===== src/rtl/cpu_ctrl_pkg.sv =====
// Shared opcode map, T-state encoding and control-word layout for the hardwired sequencer.
// The in/out port strobes exist only when HWSEQ_IO_EN is defined.
package cpu_ctrl_pkg;

    localparam int OPCODE_W = 5;
    typedef logic [OPCODE_W-1:0] opcode_t;

    localparam opcode_t OP_LD   = 5'b00000, OP_LDI  = 5'b00001, OP_ST   = 5'b00010;
    localparam opcode_t OP_ADD  = 5'b00011, OP_SUB  = 5'b00100, OP_AND  = 5'b00101;
    localparam opcode_t OP_OR   = 5'b00110, OP_ROR  = 5'b00111, OP_ROL  = 5'b01000;
    localparam opcode_t OP_SHR  = 5'b01001, OP_SHRA = 5'b01010, OP_SHL  = 5'b01011;
    localparam opcode_t OP_ADDI = 5'b01100, OP_ANDI = 5'b01101, OP_ORI  = 5'b01110;
    localparam opcode_t OP_DIV  = 5'b01111, OP_MUL  = 5'b10000, OP_NEG  = 5'b10001;
    localparam opcode_t OP_NOT  = 5'b10010, OP_BR   = 5'b10011, OP_JR   = 5'b10100;
    localparam opcode_t OP_JAL  = 5'b10101, OP_IN   = 5'b10110, OP_OUT  = 5'b10111;
    localparam opcode_t OP_MFHI = 5'b11000, OP_MFLO = 5'b11001, OP_NOP  = 5'b11010;
    localparam opcode_t OP_HALT = 5'b11011;

    typedef enum logic [3:0] {T0, T1, T2, T3, T4, T5, T6, T7, PAUSE, HALT} state_t;

    typedef struct packed {
        logic pc_out, pc_in, inc_pc, mar_in, mdr_in, mdr_out, ir_in, read, write;
        logic gra, grb, grc, r_in, r_out, ba_out, c_out, y_in, z_in;
        logic zlow_out, zhigh_out, hi_in, hi_out, lo_in, lo_out, con_in;
`ifdef HWSEQ_IO_EN
        logic inport_out, outport_in;
`endif
    } ctrl_t;

    function automatic logic is_alu3(input opcode_t op);
        return op inside {OP_ADD, OP_SUB, OP_AND, OP_OR, OP_ROR, OP_ROL, OP_SHR, OP_SHRA, OP_SHL};
    endfunction

    // Final T-state of each instruction; unknown opcodes retire after fetch.
    function automatic state_t last_step(input opcode_t op);
        if (is_alu3(op)) return T5;
        case (op)
            OP_ADDI, OP_ANDI, OP_ORI, OP_LDI: return T5;
            OP_LD, OP_ST:                     return T7;
            OP_MUL, OP_DIV, OP_BR:            return T6;
            OP_NEG, OP_NOT, OP_JAL:           return T4;
            OP_JR, OP_MFHI, OP_MFLO:          return T3;
`ifdef HWSEQ_IO_EN
            OP_IN, OP_OUT:                    return T3;
            OP_NOP:                           return T2;
`else
            OP_NOP, OP_IN, OP_OUT:            return T2;
`endif
            default:                          return T2;
        endcase
    endfunction

endpackage


===== src/rtl/hwseq_mem_timer.sv =====
// Holds a memory step for MEM_LAT cycles: done pulses in the last cycle of each busy step.
module hwseq_mem_timer #(
    parameter int MEM_LAT = 1
) (
    input  logic clock,
    input  logic clear,
    input  logic busy,
    output logic done
);

    localparam int CW = (MEM_LAT > 1) ? $clog2(MEM_LAT) : 1;
    localparam logic [CW-1:0] LOAD = CW'(MEM_LAT - 1);

    logic [CW-1:0] count;

    // NOTE: sequential state uses non-blocking assignments so every flop samples pre-edge values.
    always_ff @(posedge clock or posedge clear) begin
        if (clear)
            count <= LOAD;
        else if (busy && count != '0)
            count <= count - CW'(1);
        else
            count <= LOAD;
    end

    assign done = busy && (count == '0);

endmodule


===== src/rtl/hardwired_ctrl_seq.sv =====
// Hardwired T-state control sequencer driving the DataPath strobes from IR and CON_FF.
// Define HWSEQ_IO_EN to add the InPortout/OutPortin strobes for the in/out instructions.
module hardwired_ctrl_seq
    import cpu_ctrl_pkg::*;
#(
    parameter int OPW     = 5,
    parameter int IRW     = 32,
    parameter int MEM_LAT = 1
) (
    input  logic           clock,
    input  logic           clear,
    input  logic [IRW-1:0] ir,
    input  logic           con_ff,
    input  logic           stop,
    output logic           PCout, PCin, IncPC, MARin, MDRin, MDRout, IRin, Read, Write,
    output logic           Gra, Grb, Grc, Rin, Rout, BAout, Cout, Yin, Zin,
    output logic           Zlowout, Zhighout, HIin, HIout, LOin, LOout, CONin,
`ifdef HWSEQ_IO_EN
    output logic           InPortout,
    output logic           OutPortin,
`endif
    output logic [OPW-1:0] alu_op,
    output logic           run,
    output logic [3:0]     step
);

    state_t  state;
    logic    armed;
    logic    mem_step, mem_done;
    opcode_t op, alu;
    ctrl_t   c;
    logic    unused_ir;

    assign op        = ir[IRW-1 -: OPW];
    assign unused_ir = ^ir[IRW-OPW-1:0];
    assign mem_step  = armed && (state == T1 || (state == T6 && op == OP_LD) || (state == T7 && op == OP_ST));

    hwseq_mem_timer #(.MEM_LAT(MEM_LAT)) u_mem_timer (
        .clock (clock),
        .clear (clear),
        .busy  (mem_step),
        .done  (mem_done)
    );

    // armed stays low for the first edge after clear so T0 starts on that edge, not during reset.
    always_ff @(posedge clock or posedge clear) begin
        if (clear) begin
            state <= T0;
            armed <= 1'b0;
        end else if (!armed) begin
            armed <= 1'b1;
        end else begin
            case (state)
                PAUSE:   if (!stop) state <= T0;
                HALT:    state <= HALT;
                default: begin
                    if (mem_step && !mem_done)
                        state <= state;
                    else if (state == T2 && op == OP_HALT)
                        state <= HALT;
                    else if (state == last_step(op))
                        state <= stop ? PAUSE : T0;
                    else
                        state <= state_t'(state + 4'd1);
                end
            endcase
        end
    end

    // Strobes decode from the state register: IR only loads on the T2->T3 edge, so a
    // pre-registered T3 word would see the previous instruction.
    always_comb begin
        // NOTE: defaults first so every path assigns every bit and no latch is inferred.
        c   = '0;
        alu = OP_ADD;
        if (armed) begin
            case (state)
                T0: begin c.pc_out = 1'b1; c.mar_in = 1'b1; c.inc_pc = 1'b1; c.z_in = 1'b1; end
                T1: begin c.read = 1'b1; c.zlow_out = 1'b1; c.pc_in = 1'b1; c.mdr_in = 1'b1; end
                T2: begin c.mdr_out = 1'b1; c.ir_in = 1'b1; end
                PAUSE, HALT: ;
                default: begin
                    if (is_alu3(op) || op inside {OP_ADDI, OP_ANDI, OP_ORI}) begin
                        case (state)
                            T3: begin c.grb = 1'b1; c.r_out = 1'b1; c.y_in = 1'b1; end
                            T4: begin
                                c.z_in = 1'b1;
                                if (is_alu3(op)) begin
                                    c.grc = 1'b1; c.r_out = 1'b1; alu = op;
                                end else begin
                                    c.c_out = 1'b1;
                                    alu = (op == OP_ANDI) ? OP_AND : (op == OP_ORI) ? OP_OR : OP_ADD;
                                end
                            end
                            T5: begin c.zlow_out = 1'b1; c.gra = 1'b1; c.r_in = 1'b1; end
                            default: ;
                        endcase
                    end else begin
                        case (op)
                            OP_LDI, OP_LD, OP_ST: case (state)
                                T3: begin c.grb = 1'b1; c.ba_out = 1'b1; c.y_in = 1'b1; end
                                T4: begin c.c_out = 1'b1; c.z_in = 1'b1; end
                                T5: begin
                                    c.zlow_out = 1'b1;
                                    if (op == OP_LDI) begin c.gra = 1'b1; c.r_in = 1'b1; end
                                    else c.mar_in = 1'b1;
                                end
                                T6: begin
                                    c.mdr_in = 1'b1;
                                    if (op == OP_LD) c.read = 1'b1;
                                    else begin c.gra = 1'b1; c.r_out = 1'b1; end
                                end
                                T7: begin
                                    c.mdr_out = 1'b1;
                                    if (op == OP_LD) begin c.gra = 1'b1; c.r_in = 1'b1; end
                                    else c.write = 1'b1;
                                end
                                default: ;
                            endcase
                            OP_MUL, OP_DIV: case (state)
                                T3: begin c.gra = 1'b1; c.r_out = 1'b1; c.y_in = 1'b1; end
                                T4: begin c.grb = 1'b1; c.r_out = 1'b1; c.z_in = 1'b1; alu = op; end
                                T5: begin c.zlow_out = 1'b1; c.lo_in = 1'b1; end
                                T6: begin c.zhigh_out = 1'b1; c.hi_in = 1'b1; end
                                default: ;
                            endcase
                            OP_NEG, OP_NOT: case (state)
                                T3: begin c.grb = 1'b1; c.r_out = 1'b1; c.z_in = 1'b1; alu = op; end
                                T4: begin c.zlow_out = 1'b1; c.gra = 1'b1; c.r_in = 1'b1; end
                                default: ;
                            endcase
                            OP_BR: case (state)
                                T3: begin c.gra = 1'b1; c.r_out = 1'b1; c.con_in = 1'b1; end
                                T4: begin c.pc_out = 1'b1; c.y_in = 1'b1; end
                                T5: begin c.c_out = 1'b1; c.z_in = 1'b1; end
                                T6: if (con_ff) begin c.zlow_out = 1'b1; c.pc_in = 1'b1; end
                                default: ;
                            endcase
                            OP_JR:   if (state == T3) begin c.gra = 1'b1; c.r_out = 1'b1; c.pc_in = 1'b1; end
                            OP_JAL: case (state)
                                T3: begin c.pc_out = 1'b1; c.grb = 1'b1; c.r_in = 1'b1; end
                                T4: begin c.gra = 1'b1; c.r_out = 1'b1; c.pc_in = 1'b1; end
                                default: ;
                            endcase
                            OP_MFHI: if (state == T3) begin c.hi_out = 1'b1; c.gra = 1'b1; c.r_in = 1'b1; end
                            OP_MFLO: if (state == T3) begin c.lo_out = 1'b1; c.gra = 1'b1; c.r_in = 1'b1; end
`ifdef HWSEQ_IO_EN
                            OP_IN:   if (state == T3) begin c.inport_out = 1'b1; c.gra = 1'b1; c.r_in = 1'b1; end
                            OP_OUT:  if (state == T3) begin c.gra = 1'b1; c.r_out = 1'b1; c.outport_in = 1'b1; end
`endif
                            default: ;
                        endcase
                    end
                end
            endcase
        end
    end

    assign {PCout, PCin, IncPC, MARin, MDRin, MDRout, IRin, Read, Write} =
           {c.pc_out, c.pc_in, c.inc_pc, c.mar_in, c.mdr_in, c.mdr_out, c.ir_in, c.read, c.write};
    assign {Gra, Grb, Grc, Rin, Rout, BAout, Cout, Yin, Zin} =
           {c.gra, c.grb, c.grc, c.r_in, c.r_out, c.ba_out, c.c_out, c.y_in, c.z_in};
    assign {Zlowout, Zhighout, HIin, HIout, LOin, LOout, CONin} =
           {c.zlow_out, c.zhigh_out, c.hi_in, c.hi_out, c.lo_in, c.lo_out, c.con_in};
`ifdef HWSEQ_IO_EN
    assign InPortout = c.inport_out;
    assign OutPortin = c.outport_in;
`endif
    assign alu_op = alu;
    assign run    = (state != HALT);
    assign step   = (armed && state <= T7) ? 4'(state) : 4'd0;

endmodule


===== config.mk =====
export PLATFORM = sky130hd
export DESIGN_NAME = hardwired_ctrl_seq
export DESIGN_NICKNAME = d
export VERILOG_FILES = /design/src/rtl/cpu_ctrl_pkg.sv /design/src/rtl/hwseq_mem_timer.sv /design/src/rtl/hardwired_ctrl_seq.sv
export SDC_FILE = /design/constraint.sdc
export NUM_CORES = 1
export LEC_CHECK = 0
export ABC_AREA = 1
export CORE_MARGIN = 3
export CORE_UTILIZATION = 25
export CTS_BUF_LIST = sky130_fd_sc_hd__clkbuf_4 sky130_fd_sc_hd__clkbuf_8
export DETAILED_ROUTE_END_ITERATION = 7
export PLACE_DENSITY_LB_ADDON = 0.15
export SYNTH_ARGS = -nofsm -noshare
export SYNTH_HDL_FRONTEND = slang
export SYNTH_SLANG_ARGS = --single-unit

===== constraint.sdc =====
create_clock -name clock -period 2.5 [get_ports clock]
set_clock_uncertainty 0.05 [all_clocks]
set_input_delay 0.5 -clock clock [delete_from_list [all_inputs] [get_ports clock]]
set_output_delay 0.5 -clock clock [all_outputs]
set_load 0.01 [all_outputs]

==> results.py <==
metrics = {
    "status": {
        "status": "finished, violations left",
        "violations": "setup timing",
    },
    "critical_path": {
        "cp-start-kind": "input port",
        "critPathArrivalTime_ps": 2000,
        "crit_start": "ir[28]",
        "path_max_fanout": 6,
        "worst_setup_path_end_kind": "primary output",
        "r2r_cells": 13,
        "r2r_slack_ps": 520,
        "cp.required_ps": 1950,
        "criticalPathCategory": "in2out",
        "r2r_start": "state[1]",
        "r2r-end": "state[0]",
    },
    "floorplan": {
        "coreArea_um2": 5642,
        "placementRows": 27,
        "ios": 71,
        "die_w_um": 83.43,
        "dieArea_um2": 6961,
        "initial_core_util": 0.2657,
        "fp.dieH_um": 83.43,
    },
    "placement": {
        "dpl.hpwl_um": 5042,
        "port_buffers": 42,
        "place_congestion": 0.9522,
        "place_area_um2": 2671,
        "place_ws_ps": -1054,
    },
    "yosys": {
        "yosysSeqAreaShare": 0.1002,
        "syn_inst": 272,
        "synth_area_um2": 1499,
        "yosysTopAreaCell": "nand2_1",
        "syn_avg_cell_area_um2": 5.511,
        "synthAdderAreaFrac": 0.07513,
        "synth-simple-area-share": 0.4441,
        "muxShareOfSynthArea": 0,
        "yosysWarnings": 0,
        "synth_compound_area_frac": 0.2053,
        "synth_edf_count": 0,
        "ys.flop_type": "dfrtp_1",
        "ys_seq_elements": 6,
        "synthArstFlopShare": 1.000,
        "ys_types": 39,
        "synth_top_family_by_area": "simple AND/OR/NAND/NOR gates",
        "yosysTopAreaCellShare": 0.1152,
        "yosys-top-cells-area": "nand2_1 12%, nor2_1 11%, dfrtp_1 10%",
        "synth_xor_area_frac": 0.01169,
    },
    "finish": {
        "fillers": 504,
        "syn2layout_area_growth_pct": 120.1,
        "diodes": 0,
        "final_util": 0.5848,
        "drive_above_1_share": 0.5981,
        "stdcell_area_um2": 3299,
        "layout_common_cells": "98 x buf_4, 44 x nand2_1, 26 x buf_2, 24 x nor2_1, 21 x inv_1",
        "fin_nets": 470,
        "final_common_cell": "buf_4",
    },
    "clock_tree": {
        "numCtsBuffers": 3,
        "h-tree-depth": 1,
        "path_clk_slew_ps": 30,
        "cts_tree": "done",
        "cts.sinks": 6,
        "cts_root_buf": "clkbuf_8",
        "clk_latency_ps": 220,
        "clock_path_buffers": 2,
    },
    "hold_path": {
        "hold_path.class": "in2async",
    },
    "global_routing": {
        "grt_max_degree": 10,
        "grt_pass1_vias": 2437,
        "grt_usage": 0.1901,
        "grt_overflow": 0,
        "grt_pass1_wl_um": 11270,
        "antenna_found_initial": 0,
    },
    "timing": {
        "layout_min_cycle_time_ps": 2552,
        "rsz0062_at_grt": "yes",
        "worst_hold_slack_ps": 446.1,
        "fin_crit_sh": 1.021,
        "fin_ws_ps": -51.74,
        "max_freq_mhz": 391.9,
        "final_max_slew_viol_count": 0,
        "setup_viol": 6,
        "finalHoldViolCount": 0,
    },
    "detailed_routing": {
        "drc": 0,
        "routed_via_density": 4.780,
        "vias": 2366,
        "first_pass_iters": 4,
        "wl_per_cell_um": 13.96,
        "drt_iter0_drc": 65,
        "detail-route-antenna-nets": 0,
        "wl_um": 6909,
    },
    "power": {
        "power.density_nw_per_um2": 626.9,
        "leakagePower_uw": 0.001577,
        "vdd_ir_drop_max_mv": 0.6426,
    },
    "run": {
        "max_cap_violations": 0,
    },
}
Yosys cell counts (4+ instances only):
cell type,number
a21oi_1,23
buf_2,4
buf_4,4
dfrtp_1,6
ha_1,9
inv_1,37
inv_2,12
nand2_1,46
nand2_2,4
nand3_1,19
nand4_1,6
nor2_1,42
nor2_2,6
nor3_1,7
o21ai_0,9
o21ai_1,5
o22ai_1,4
state kept, by name, summed over array words and instances (netlist names):
name	flops
state	4
armed	1
u_mem_timer.count	1
cell type report:
| class | count | area (um2) | area share |
|---|---|---|---|
| Multi-Input combinational cell | 209 | 1564 | 0.4740 |
| Timing Repair Buffer | 155 | 1236 | 0.3747 |
| Inverter | 50 | 215.2 | 0.06523 |
| Sequential cell | 6 | 152.6 | 0.04626 |
| Tap cell | 72 | 90.09 | 0.02730 |
| Clock buffer | 3 | 41.29 | 0.01251 |
how the worst max path moves through the flow:
stage	end	depth (start not counted)	slack, ps
final	Gra	15	-50
after CTS	alu_op[0]	11	-20
after global placement	CONin	10	-930
after detailed placement	CONin	14	-1050
after floorplan	HIout	11	40
after global routing	Gra	15	-140
power by group:
group	switching (uW)	internal (uW)	total, uW	leakage (uW)
Clock	37.0	103	140	0.0000216
Combinational	905	856	1760	0.00149
Sequential	39.0	128	167	0.0000687
Total	981	1090	2070	0.00158
cells by family (layout without fill, tap and decap cells):
group	after synthesis	after routing
DFF	6	6
and+or+nand+nor	143	143
other	2	3
AOI/OAI and AO/OA	52	52
buffers and inverters	58	208
adders and majority gates	9	9
xor gates and xnor gates	2	2
metal layers:
| metal | share of wire | routed length, um | GRT usage | up-vias |
|---|---|---|---|---|
| li1 | - | - | - | 1186 |
| met4 | 0.015 | 102 | 0.03509 | 0 |
| met5 | 0 | 0 | 0 | - |
| met3 | 0.046 | 318 | 0.01687 | 10 |
| met2 | 0.54 | 3722 | 0.3608 | 75 |
| met1 | 0.40 | 2766 | 0.2326 | 1095 |
critical path, cell delays in order:
cell and delay, ps:
buf_12 90, inv_6 40, ha_4 170, nor2_4 140, nand2_1 80, nand2_1 80
nand2_2 70, nand2_4 90, nand2_4 90, buf_6 150, nor3_2 160, nand3b_1 100
nand3_1 70, inv_1 30, buf_2 130
metrics by stage:
| step | instances | power [uW] | TNS, ps |
|---|---|---|---|
| finish | 495 | 2069 | -88.13 |
| global route | 495 | 2246 | -2152 |
| CTS | 491 | 1868 | -26.84 |
| detailed placement | 471 | 1487 | -28100 |
| global placement | 471 | 1485 | -25090 |
| floorplan | 273 | 772.4 | 0 |
what timing repair did:
action / CTS / global route
pin swaps: 22 / 24
hold buffers: 0 / 0
gates resized for setup: 234 / 49
setup buffers: 16 / 4
endpoints found under the setup margin: 33 / 30
cloned: 1 / 0
Power figures use the tool's default switching activity.
==> patch 1: new RTL, config.mk and constraints unchanged <==
Add a define of `HWSEQ_IO_EN`.
--- a/src/rtl/cpu_ctrl_pkg.sv
+++ b/src/rtl/cpu_ctrl_pkg.sv
@@ -1,5 +1,7 @@
 // Shared opcode map, T-state encoding and control-word layout for the hardwired sequencer.
 // The in/out port strobes exist only when HWSEQ_IO_EN is defined.
+`define HWSEQ_IO_EN
+
 package cpu_ctrl_pkg;
 
     localparam int OPCODE_W = 5;
Formal check against the unedited RTL (old outputs only; new: InPortout and OutPortin): not equivalent (Yosys sat finds a counterexample within 10 cycles, from zero or initial values).
==> patch 1 against the original RTL <==
The flow still finishes with violations (negative setup slack). Critical endpoint is now alu_op[1]. Total power up 9.7%. Clock power increased by 3%. Final cell count is 4.6% higher. Utilization grew 0.21 points. Maximum frequency down 8.9%. Synthesized area increased by 2.7%. Highest routed layer unchanged. Largest power group unchanged. Non-clock buffer count is 8 higher. Sequential cell count unchanged. Setup slack lost 0.25 ns. Routed wire length grew 8.2%. Design area up 2.2%.
==> patch 1: results (changes against the original RTL) <==
metric	value	unit	change
ys_seq_area_share	9.76	%	was 10.0%
antenna_found_initial	0		unchanged
final_nets	493		was 470
crit_end	alu_op[1]		was Gra
dr.pass1.iters	4		unchanged
drt_iter0_markers	181		was 65
grt_max_degree	11		was 10
dp_hpwl	5140	um	was 5040 um
grt_pass1_wl	11800	um	was 11300 um
m1WireLength	3120	um	was 2770 um
numPortBuffers	44		was 42
p_leak	0.00163	uW	was 0.00158 uW
ys.flop_type	dfrtp_1		unchanged
vdd_drop_max	0.688	mV	was 0.643 mV
cts_max_level	1		unchanged
worstReg2RegEnd	state[2]$_DFFE_PP0P_		was state[0]$_DFFE_PP0P_
reg_top3	state: 4 flops, armed: 1 flops, u_mem_timer.count: 1 flops		unchanged
rrSetupSlack	0.39	ns	was 0.52 ns
crit_family	buffers and inverters		was simple AND/OR/NAND/NOR gates
root_buffer	clkbuf_8		unchanged
path_max_fanout	5		was 6
layout_setup_ws	-0.300	ns	was -0.0517 ns
power.internal	1180	uW	was 1090 uW
clk_latency	0.22	ns	about the same
synth_area_leaders	nor2_1 14%, nand2_1 12%, dfrtp_1 9.8%, nand3_1 9.1%, inv_1 8.5%		was nand2_1 12%, nor2_1 11%, dfrtp_1 10%, inv_1 9.3%, a21oi_1 7.7%
yosysUniqueCellTypes	33		was 39
dpl-instance-area	0.00273	sq mm	was 0.00267 sq mm
reg2reg_depth	15		was 13
cts_buffers	3		unchanged
clk_pin_slew_worst_paths	0.04	ns	
synthTopCellsByCount	58 x nor2_1, 48 x nand2_1, 35 x inv_1, 28 x nand3_1, 15 x a21oi_1		was 46 x nand2_1, 42 x nor2_1, 37 x inv_1, 23 x a21oi_1, 19 x nand3_1
tns	-6.17	ns	was -0.0881 ns
top_layer	met4		unchanged
num_antenna_cells	0		unchanged
slowest_delay	0.18	ns	
async_flop_share	100	%	unchanged
outcome	complete, but fails checks		unchanged
cpMaxStageDelayCell	inv_2		was ha_4
ys_warn_count	0		unchanged
gr-usage-all-layers	19.7	%	was 19.0%
viasPerCell	4.94		was 4.78
dr_wl_met3	329	um	was 318 um
gp_congestion	0.877		was 0.952
drive_above_1_share	60.3	%	was 59.8%
startpoint	ir[28]		unchanged
startpoint_type	input port		unchanged
min_path_type	in -> async		unchanged
violations	negative setup slack		unchanged
worstReg2RegStart	state[0]$_DFFE_PP0P_		was state[1]$_DFFE_PP0P_
arrival	2.25	ns	was 2.00 ns
wl_per_cell	14.4	um	was 14.0 um
grt_pass1_vias	2582		was 2437
wl_met2	3820	um	was 3720 um
setup_viol	27		was 6
## patch 1: cells by family (layout without fill, tap and decap cells)
kind of cell    Yosys count  count (layout)  synth area share (%)
fa+ha+maj                 9               9                  7.32
flops                     6               6                  9.76
simple gates            171             171                  50.6
other cells               2               3                 0.488
buf+inv                  52             212                  14.4
xor+xnor                  2               2                  1.14
compound gates           43              43                  16.3
## patch 1: worst reg2reg max path, stage by stage (launching register included)
cell     delay, ns
dfrtp_1       0.41
inv_2         0.10
buf_6         0.11
ha_4          0.13
inv_4         0.04
buf_4         0.12
buf_4         0.13
nor2_4        0.11
buf_4         0.15
nand2_1       0.05
nand3_1       0.10
nand3_1       0.08
nand2_1       0.11
nor2_1        0.06
xor2_1        0.14
a21oi_1       0.14
## patch 1: final cells by class
cell class	count	area (sq um)
Timing Repair inverter	1	7.51
Fill cell	556	2370
Multi-Input combinational cell	228	1590
Clock buffer	3	41.3
Tap cell	72	90.1
Sequential cell	6	151
Inverter	45	184
Timing Repair Buffer	163	1310
## patch 1: power groups by stage
stage          Sequential [uW]  Combinational, uW  Clock [uW]
2_1_floorplan              165                688           0
3_5_place_dp               162               1510           0
3_3_place_gp               162               1510           0
5_1_grt                    185               2120         149
4_1_cts                    166               1680         147
6_report                   179               1950         144
## patch 1: worst min-delay path by stage
stage / cells after the start / endpoint / startpoint / slack (ns)
after floorplan: 1 / armed$_DFF_PP0_ / clear / 0.24
after global placement: 2 / state[3]$_DFFE_PP0P_ / state[3]$_DFFE_PP0P_ / 0.55
after detailed placement: 2 / state[3]$_DFFE_PP0P_ / state[3]$_DFFE_PP0P_ / 0.55
after CTS: 2 / state[3]$_DFFE_PP0P_ / clear / 0.44
after global routing: 2 / state[3]$_DFFE_PP0P_ / clear / 0.47
final: 2 / state[3]$_DFFE_PP0P_ / clear / 0.44
## patch 1: timing repair
item                                   4_1_cts  5_1_grt
endpoints found under the hold margin        0        0
cloned                                       1        0
setup endpoints to repair                   33       31
pin swaps                                   19       32
resized for setup                          231       62
hold buffers                                 0        0
setup buffers                               19       11
## patch 1: per-layer routing
metal | vias up | GRT usage [%]
met4 | 0 | 7.48
met3 | 26 | 1.28
met5 | - | 0
met1 | 1194 | 24.4
met2 | 96 | 35.7
li1 | 1242 | -
## patch 1: through the flow
stage	cells	hold slack [ns]	total power (uW)	util [%]	worst slack [ns]
floorplan	286	0.241	853	-	-0.0565
global placement	489	0.546	1670	47.6	-1.13
detailed placement	489	0.553	1670	47.6	-1.15
CTS	510	0.444	2000	53.7	-0.178
global route	518	0.471	2450	58.7	-0.433
finish	518	0.438	2270	58.7	-0.300
